$ cat src/rtl/sdram_pkg.sv
// sdram_pkg: SDRAM command encodings and refresh FSM states shared by init, refresh and controller blocks.
package sdram_pkg;
  localparam logic [3:0] CMD_NOP  = 4'b0111;
  localparam logic [3:0] CMD_PRE  = 4'b0010;
  localparam logic [3:0] CMD_AREF = 4'b0001;
  typedef enum logic [2:0] {ST_IDLE, ST_PRE, ST_WAIT_RP, ST_AREF, ST_WAIT_RFC, ST_DONE} ref_state_e;
  function automatic logic [3:0] min_u4(input logic [3:0] a, input logic [3:0] b);
    return (a < b) ? a : b;
  endfunction
endpackage

$ cat src/rtl/sdram_ref_timer.sv
// sdram_ref_timer: refresh interval counter and saturating credit counter.
module sdram_ref_timer #(
  parameter int REF_INTERVAL = 749,
  parameter int MAX_PEND     = 8
) (
  input  logic       CLK,
  input  logic       RSTn,
  input  logic       init_done,
  input  logic       dec,
  output logic       tick,
  output logic [3:0] pend_cnt
);
  localparam int CW = (REF_INTERVAL > 0) ? $clog2(REF_INTERVAL + 1) : 1;
  logic [CW-1:0] r_cnt;
  logic [3:0]    r_pend;
  assign tick     = init_done && (r_cnt == CW'(REF_INTERVAL));
  assign pend_cnt = r_pend;
  // A tick and a decrement in the same cycle cancel out.
  always_ff @(posedge CLK or negedge RSTn) begin
    if (!RSTn) begin
      r_cnt  <= '0;
      r_pend <= '0;
    end else begin
      r_cnt <= (!init_done || tick) ? '0 : r_cnt + 1'b1;
      if (tick && !dec && r_pend != 4'(MAX_PEND))
        r_pend <= r_pend + 1'b1;
      else if (dec && !tick && r_pend != '0)
        r_pend <= r_pend - 1'b1;
    end
  end
endmodule

$ cat src/rtl/sdram_aref_sched.sv
// sdram_aref_sched: auto-refresh scheduler; requests a grant, then issues PRECHARGE-all plus a burst of AREFRESH.
module sdram_aref_sched import sdram_pkg::*; #(
  parameter int REF_INTERVAL = 749,
  parameter int T_RP         = 2,
  parameter int T_RFC        = 7,
  parameter int REF_BURST    = 1,
  parameter int MAX_PEND     = 8,
  parameter int URGENT_TH    = 6,
  parameter int ADDR_W       = 12
) (
  input  logic              CLK,
  input  logic              RSTn,
  input  logic              init_done,
  input  logic              ref_en,
  output logic              ref_req,
  output logic              ref_urgent,
  output logic              ref_busy,
  output logic              flag_ref_end,
  output logic              ref_ovf,
  output logic [3:0]        pend_cnt,
  output logic [3:0]        aref_cmd,
  output logic [ADDR_W-1:0] sdram_addr
);
  ref_state_e r_state, w_nxt;
  logic [3:0] r_wait, r_left, r_cmd;
  logic       r_req, r_busy, r_flag, r_ovf;
  logic       w_tick, w_dec, w_grant;
  assign w_dec        = r_cmd == CMD_AREF;
  assign w_grant      = r_state == ST_IDLE && ref_en && r_req;
  assign aref_cmd     = r_cmd;
  assign ref_req      = r_req;
  assign ref_busy     = r_busy;
  assign flag_ref_end = r_flag;
  assign ref_ovf      = r_ovf;
  assign ref_urgent   = pend_cnt >= 4'(URGENT_TH);
  assign sdram_addr   = ADDR_W'(1) << 10;
  sdram_ref_timer #(.REF_INTERVAL(REF_INTERVAL), .MAX_PEND(MAX_PEND)) u_timer (
    .CLK(CLK), .RSTn(RSTn), .init_done(init_done), .dec(w_dec), .tick(w_tick), .pend_cnt(pend_cnt)
  );
  always_comb begin
    w_nxt = r_state;
    case (r_state)
      ST_IDLE:              w_nxt = w_grant ? ST_PRE : ST_IDLE;
      ST_PRE, ST_WAIT_RP:   w_nxt = (r_wait == 4'(T_RP - 1)) ? ST_AREF : ST_WAIT_RP;
      ST_AREF, ST_WAIT_RFC: w_nxt = (r_wait != 4'(T_RFC - 1)) ? ST_WAIT_RFC : (r_left == '0) ? ST_DONE : ST_AREF;
      default:              w_nxt = ST_IDLE;
    endcase
  end
  // Outputs are registered from the next state so they line up with the state they describe.
  always_ff @(posedge CLK or negedge RSTn) begin
    if (!RSTn) begin
      r_state <= ST_IDLE;
      r_wait  <= '0;
      r_left  <= '0;
      r_cmd   <= CMD_NOP;
      r_req   <= 1'b0;
      r_busy  <= 1'b0;
      r_flag  <= 1'b0;
      r_ovf   <= 1'b0;
    end else begin
      r_state <= w_nxt;
      r_wait  <= (w_nxt == ST_PRE || w_nxt == ST_AREF) ? '0 : r_wait + 1'b1;
      r_left  <= w_grant ? min_u4(4'(REF_BURST), pend_cnt) : (w_nxt == ST_AREF) ? r_left - 1'b1 : r_left;
      r_cmd   <= (w_nxt == ST_PRE) ? CMD_PRE : (w_nxt == ST_AREF) ? CMD_AREF : CMD_NOP;
      r_req   <= w_nxt == ST_IDLE && pend_cnt != '0;
      r_busy  <= w_nxt != ST_IDLE;
      r_flag  <= w_nxt == ST_DONE;
      r_ovf   <= r_ovf | (w_tick && !w_dec && pend_cnt == 4'(MAX_PEND));
    end
  end
endmodule

$ cat config.mk
export PLATFORM = sky130hd
export DESIGN_NAME = sdram_aref_sched
export DESIGN_NICKNAME = d
export VERILOG_FILES = /design/src/rtl/sdram_pkg.sv /design/src/rtl/sdram_ref_timer.sv /design/src/rtl/sdram_aref_sched.sv
export SDC_FILE = /design/constraint.sdc
export NUM_CORES = 1
export LEC_CHECK = 0
export BUFFER_PORTS_ARGS = -buffer_cell sky130_fd_sc_hd__buf_2
export CAP_MARGIN = 0
export CORE_UTILIZATION = 50
export DETAILED_ROUTE_END_ITERATION = 10
export PLACE_DENSITY_LB_ADDON = 0.05
export SYNTH_ARGS = -nofsm -noshare
export SYNTH_HDL_FRONTEND = slang
export SYNTH_SLANG_ARGS = --single-unit
$ cat constraint.sdc
create_clock -name CLK -period 2.8 [get_ports CLK]
set_input_delay 0.7 -clock CLK [delete_from_list [all_inputs] [get_ports CLK]]
set_output_delay 0.7 -clock CLK [all_outputs]
set_load 0.05 [all_outputs]
; Yosys cells after proc, flatten, opt, wreduce, memory -nomap -nowiden
; Cells that the tools add are included.
[totals]
output_inout_bits = 25
elab_cells = 68
input_bits = 4
reg_bits = 32
[op_classes]
bitwise_logic = 1
muxes = 14
add_sub_neg = 5
n_lt_le_gt_ge = 2
reduce_logical = 23
n_eq_ne = 13
[op_table]
columns = operator, n
row1 = two-way mux 4 bit, 6
row2 = two-way mux 3 bit, 4
row3 = "adder 10 x 1 -> 10 bit, second input constant", 1
row4 = "equality test 10 bit, second input constant", 1
row5 = two-way mux 10 bit, 1
row6 = "equality test 3 x 1 -> 1 bit, second input constant", 3
row7 = "equality test 3 x 2 -> 1 bit, second input constant", 3
row8 = logical AND 1 bit, 9
row9 = one-hot mux 3 bit (3 select lines), 1
row10 = "adder 4 x 1 -> 4 bit, second input constant", 2
row11 = "subtractor 4 x 1 -> 4 bit, second input constant", 2
row12 = "equality test 3 bit, second input constant", 2
row13 = zero test 3 bit, 2
row14 = "equality test 4 x 1 -> 1 bit, second input constant", 1
row15 = "equality test 4 bit, second input constant", 1
row16 = ">= comparator 4 x 3 -> 1 bit, second input constant", 1
row17 = zero test 4 bit, 1
row18 = "less-than comparator 1 x 4 -> 1 bit, first input constant", 1
row19 = "!= test 4 x 3 -> 1 bit, second input constant", 1
row20 = "!= test 4 bit, second input constant", 1
row21 = nonzero test 2 bit, 2
row22 = nonzero test 4 bit, 1
row23 = OR reduction 2 bit, 2
row24 = zero test 1 bit, 3
row25 = other kinds (4), 6

; Logic depth before layout (Yosys ltp)
[logic_depth]
depth_word = 8
mapped_depth = 8
ltp_nobuf = 7

; Cells and area by module
; Synthesis repeated with hierarchy kept, for this count alone.
[hier_totals]
cells_unflattened = 180
hier_area_um2 = 1875.5
[modules_own_cells]
columns = module, cells_each, area_per_inst_um2, n_inst, seq_area_each_um2
row1 = sdram_aref_sched, 94, 1016.0, 1, 454.2
row2 = sdram_ref_timer, 86, 859.6, 1, 350.3

; Least setup slack after synthesis
; No wires, ideal clock.
[synth_timing]
path_kind = reg-to-output
start = reg u_timer.r_pend[0], in the netlist u_timer.pend_cnt[0]
end = out ref_urgent
path_buffers = 0
arrival_ns = 1.516
stages_incl_launch_ff = 5
path_slack_ns = 0.584
required_ns = 2.100
path_cell_list = dfrtp_1 > inv_1 > ha_1 > o21ai_0 > nand2_1
[synth_via]
elab_chain_cells = 1
[synth_lines]
columns = item, line
row1 = start: declaration, sdram_ref_timer.sv:15  ; logic [3:0] r_pend;
row2 = start signal: assignment, sdram_ref_timer.sv:26  ; r_pend <= r_pend + 1'b1;
row3 = start signal: assignment, sdram_ref_timer.sv:28  ; r_pend <= r_pend - 1'b1;
row4 = >= comparator 4 x 3 -> 1 bit, sdram_aref_sched.sv:35  ; assign ref_urgent = pend_cnt >= 4'(URGENT_TH);
row5 = end: declaration, sdram_aref_sched.sv:16  ; output logic ref_urgent,
; Every way passes these cells.

; Worst setup path in the final report
; Ends and elaborated chain as after synthesis.

==> qor.yml <==
crit_type: "reg -> out"
pre_cts_slack_ns: 0.909
ys_warn_count: 0
vias_per_cell: 5.32
die-area_um2: 3800
yosysMostFrequentCell: "dfrtp_1"
synth_xor_xnor_area_share_pct: 7.89
start_kind: "flop"
insertion_delay_ns: 0.35
clock_skew_ns: 0.0145
clkTransAtPathRegs_ns: 0.11
post_dp_cell_area_um2: 1840
antenna_found_initial: 0
globalplace.congestion: 0.886
period_share_pct: 80.4
rrSetupSlack_ns: 0.91
async_flop_share_pct: 100
core_um2: 3360
cts_resized: 0
synth_top_family_by_area: "simple AND/OR/NAND/NOR gates"
setup_slack_ns: 0.549
yosysUniqueCellTypes: 41
clk_path_buf_depth: 2
synthSimpleGateAreaFrac_pct: 20.6
grt_util_all_layers_pct: 20.0
rsz0062_at_grt: "false"
synthToLayoutAreaGrowth_pct: 6.97
cts.sinks: 32
drive_above_1_share_pct: 14.9
grt_pass1_vias: 1235
cap_violations: 0
netlist_instances: 182
rows: 21
cts_root_buf: "clkbuf_4"
initial_core_util_pct: 52.8
synth.area.top_cells: "dfrtp_1 41%, ha_1 7.7%, buf_4 5.9%, nor2_1 5.9%, dfstp_2 4.4%"
relSlewSlack_pct: 51.2
fin_total_pwr_mw: 0.809
syn_area_per_cell_um2: 9.76
final_area_um2: 1900
status: "finished clean"
htreeDepth: 2
routed_wirelength_um: 3200
synthMuxAreaShare_pct: 0
post_drt_wl_per_cell_um: 12.9
holdCritPathClass: "in -> async"
r2r_start: "r_wait[1]"
reg2reg_depth: 7
yosys.area.top_type: "dfrtp_1"
holdWs_ns: 0.385
post-route-min-period_ns: 2.25
max-vdd-ir-drop_mv: 0.252
synth-seq-area-share_pct: 45.3
drc: 0
ioPinCount: 29
setup_viol: 0
cp.required_ns: 2.10
tightest_slew_ns: 0.730
antenna_cells: 0
dp_hpwl_um: 2360
power_density_nw_per_um2: 426
netlist.area_leader.share_pct: 40.8
first_iter_violations: 82
num_vias: 1313
worstPathMaxFanout: 7
drtAntennaViolNets: 0
ys.flop_type: "dfrtp_1"
maxClockFrequency_ghz: 0.444
cts.hold.buffers_added: 0
portBuffers: 15
rr_endpoint: "r_left[1]"
overflow: 0
fillCellCount: 327
die_x_um: 61.6
fp.dieH_um: 61.6
ys_ff_latch: 32
synthAdderAreaFrac_pct: 7.75
final_nets: 215
synth-edff-count: 0
grt_max_degree: 33
cts_tree: "built"
grt_pass1_wl_um: 5400
hold_violations: 0
synthesis.area_um2: 1780
dr.pass1.iters: 4
slew_violations: 0
post_cts_buffers: 0
end_kind: "output port"
leakagePower_nw: 0.877
cp.arrival_ns: 1.55
setup_tns_ns: 0
cts_buffers: 5
yosys-top-cells-count: "29 x dfrtp_1, 28 x nor2_1, 14 x buf_4"
synth_compound_area_share_pct: 9.86
## report_power, final
part	internal (mW)	switching (mW)
combinational	0.00525	0.0531
clock	0.124	0.157
sequential	0.466	0.00399
## per-stage QoR
step / instances / utilization, %
2_1_floorplan: 193 / -
3_3_place_gp: 239 / 54.8
6_report: 247 / 56.5
4_1_cts: 247 / 56.5
5_1_grt: 247 / 56.5
3_5_place_dp: 239 / 54.8
## area by class of cell
type	count	area (um^2)	area share [%]
Multi-Input combinational cell	136	867	45.6
Sequential cell	32	805	42.3
Timing Repair Buffer	15	75.1	3.95
Clock buffer	8	58.8	3.09
Tap cell	46	57.6	3.03
Inverter	10	37.5	1.97
## critical path: stages (launching register included)
cell	delay, ns
dfrtp_1	0.48
inv_1	0.12
ha_1	0.20
o21ai_0	0.13
nand2_1	0.07
buf_2	0.21
## metal layers
| metal | global-route usage, % | part of all wire [%] | vias to the layer above |
|---|---|---|---|
| met1 | 22.9 | 43 | 651 |
| met5 | 0 | 0 | - |
| met3 | 3.78 | 2.7 | 7 |
| li1 | - | - | 629 |
| met4 | 11.7 | 2.5 | 0 |
| met2 | 34.6 | 52 | 26 |
## worst max-delay path by stage
| stage | from | slack [ns] | depth (start not counted) | to |
|---|---|---|---|---|
| floorplan | u_timer.pend_cnt[0] | 0.58 | 4 | ref_urgent |
| global placement | u_timer.pend_cnt[0] | 0.93 | 5 | ref_urgent |
| detailed placement | ref_en | 0.91 | 5 | r_left[1] |
| CTS | u_timer.pend_cnt[0] | 0.53 | 5 | ref_urgent |
| global route | u_timer.pend_cnt[0] | 0.44 | 5 | ref_urgent |
| finish | u_timer.pend_cnt[0] | 0.55 | 5 | ref_urgent |
## sequential cells by signal, indices dropped and copies added (netlist names)
name,cells
ref_req,1
flag_ref_end,1
r_state,3
ref_ovf,1
u_timer.r_cnt,10
ref_busy,1
aref_cmd,3
u_timer.pend_cnt,4
r_left,4
r_wait,4
## cell usage in the layout, fill, tap and decap left out, types with 3 or more instances in the layout
cell	Yosys	layout
nand3_1	5	5
nand3b_1	3	3
a21oi_1	6	6
xnor2_1	8	8
nor3_1	4	4
buf_2	0	15
nor2_1	28	28
and2_1	4	4
dfrtp_1	29	29
nand4_1	3	3
ha_1	11	11
xor2_1	8	8
nand2b_1	3	3
inv_1	9	9
o21ai_0	6	6
nand2_1	9	9
dfstp_2	3	3
clkbuf_4	0	5
conb_1	2	13
## cells by family (layout without fill, tap and decap cells)
| logic type | Yosys count | count (layout) |
|---|---|---|
| XOR/XNOR | 16 | 16 |
| adder cells (fa/ha/maj) | 11 | 11 |
| buffers and inverters | 25 | 33 |
| flip-flops | 32 | 32 |
| AND/OR/NAND/NOR | 71 | 71 |
| other | 2 | 13 |
| AO/OA/AOI/OAI | 25 | 25 |
(Power assumes the default switching activity.)
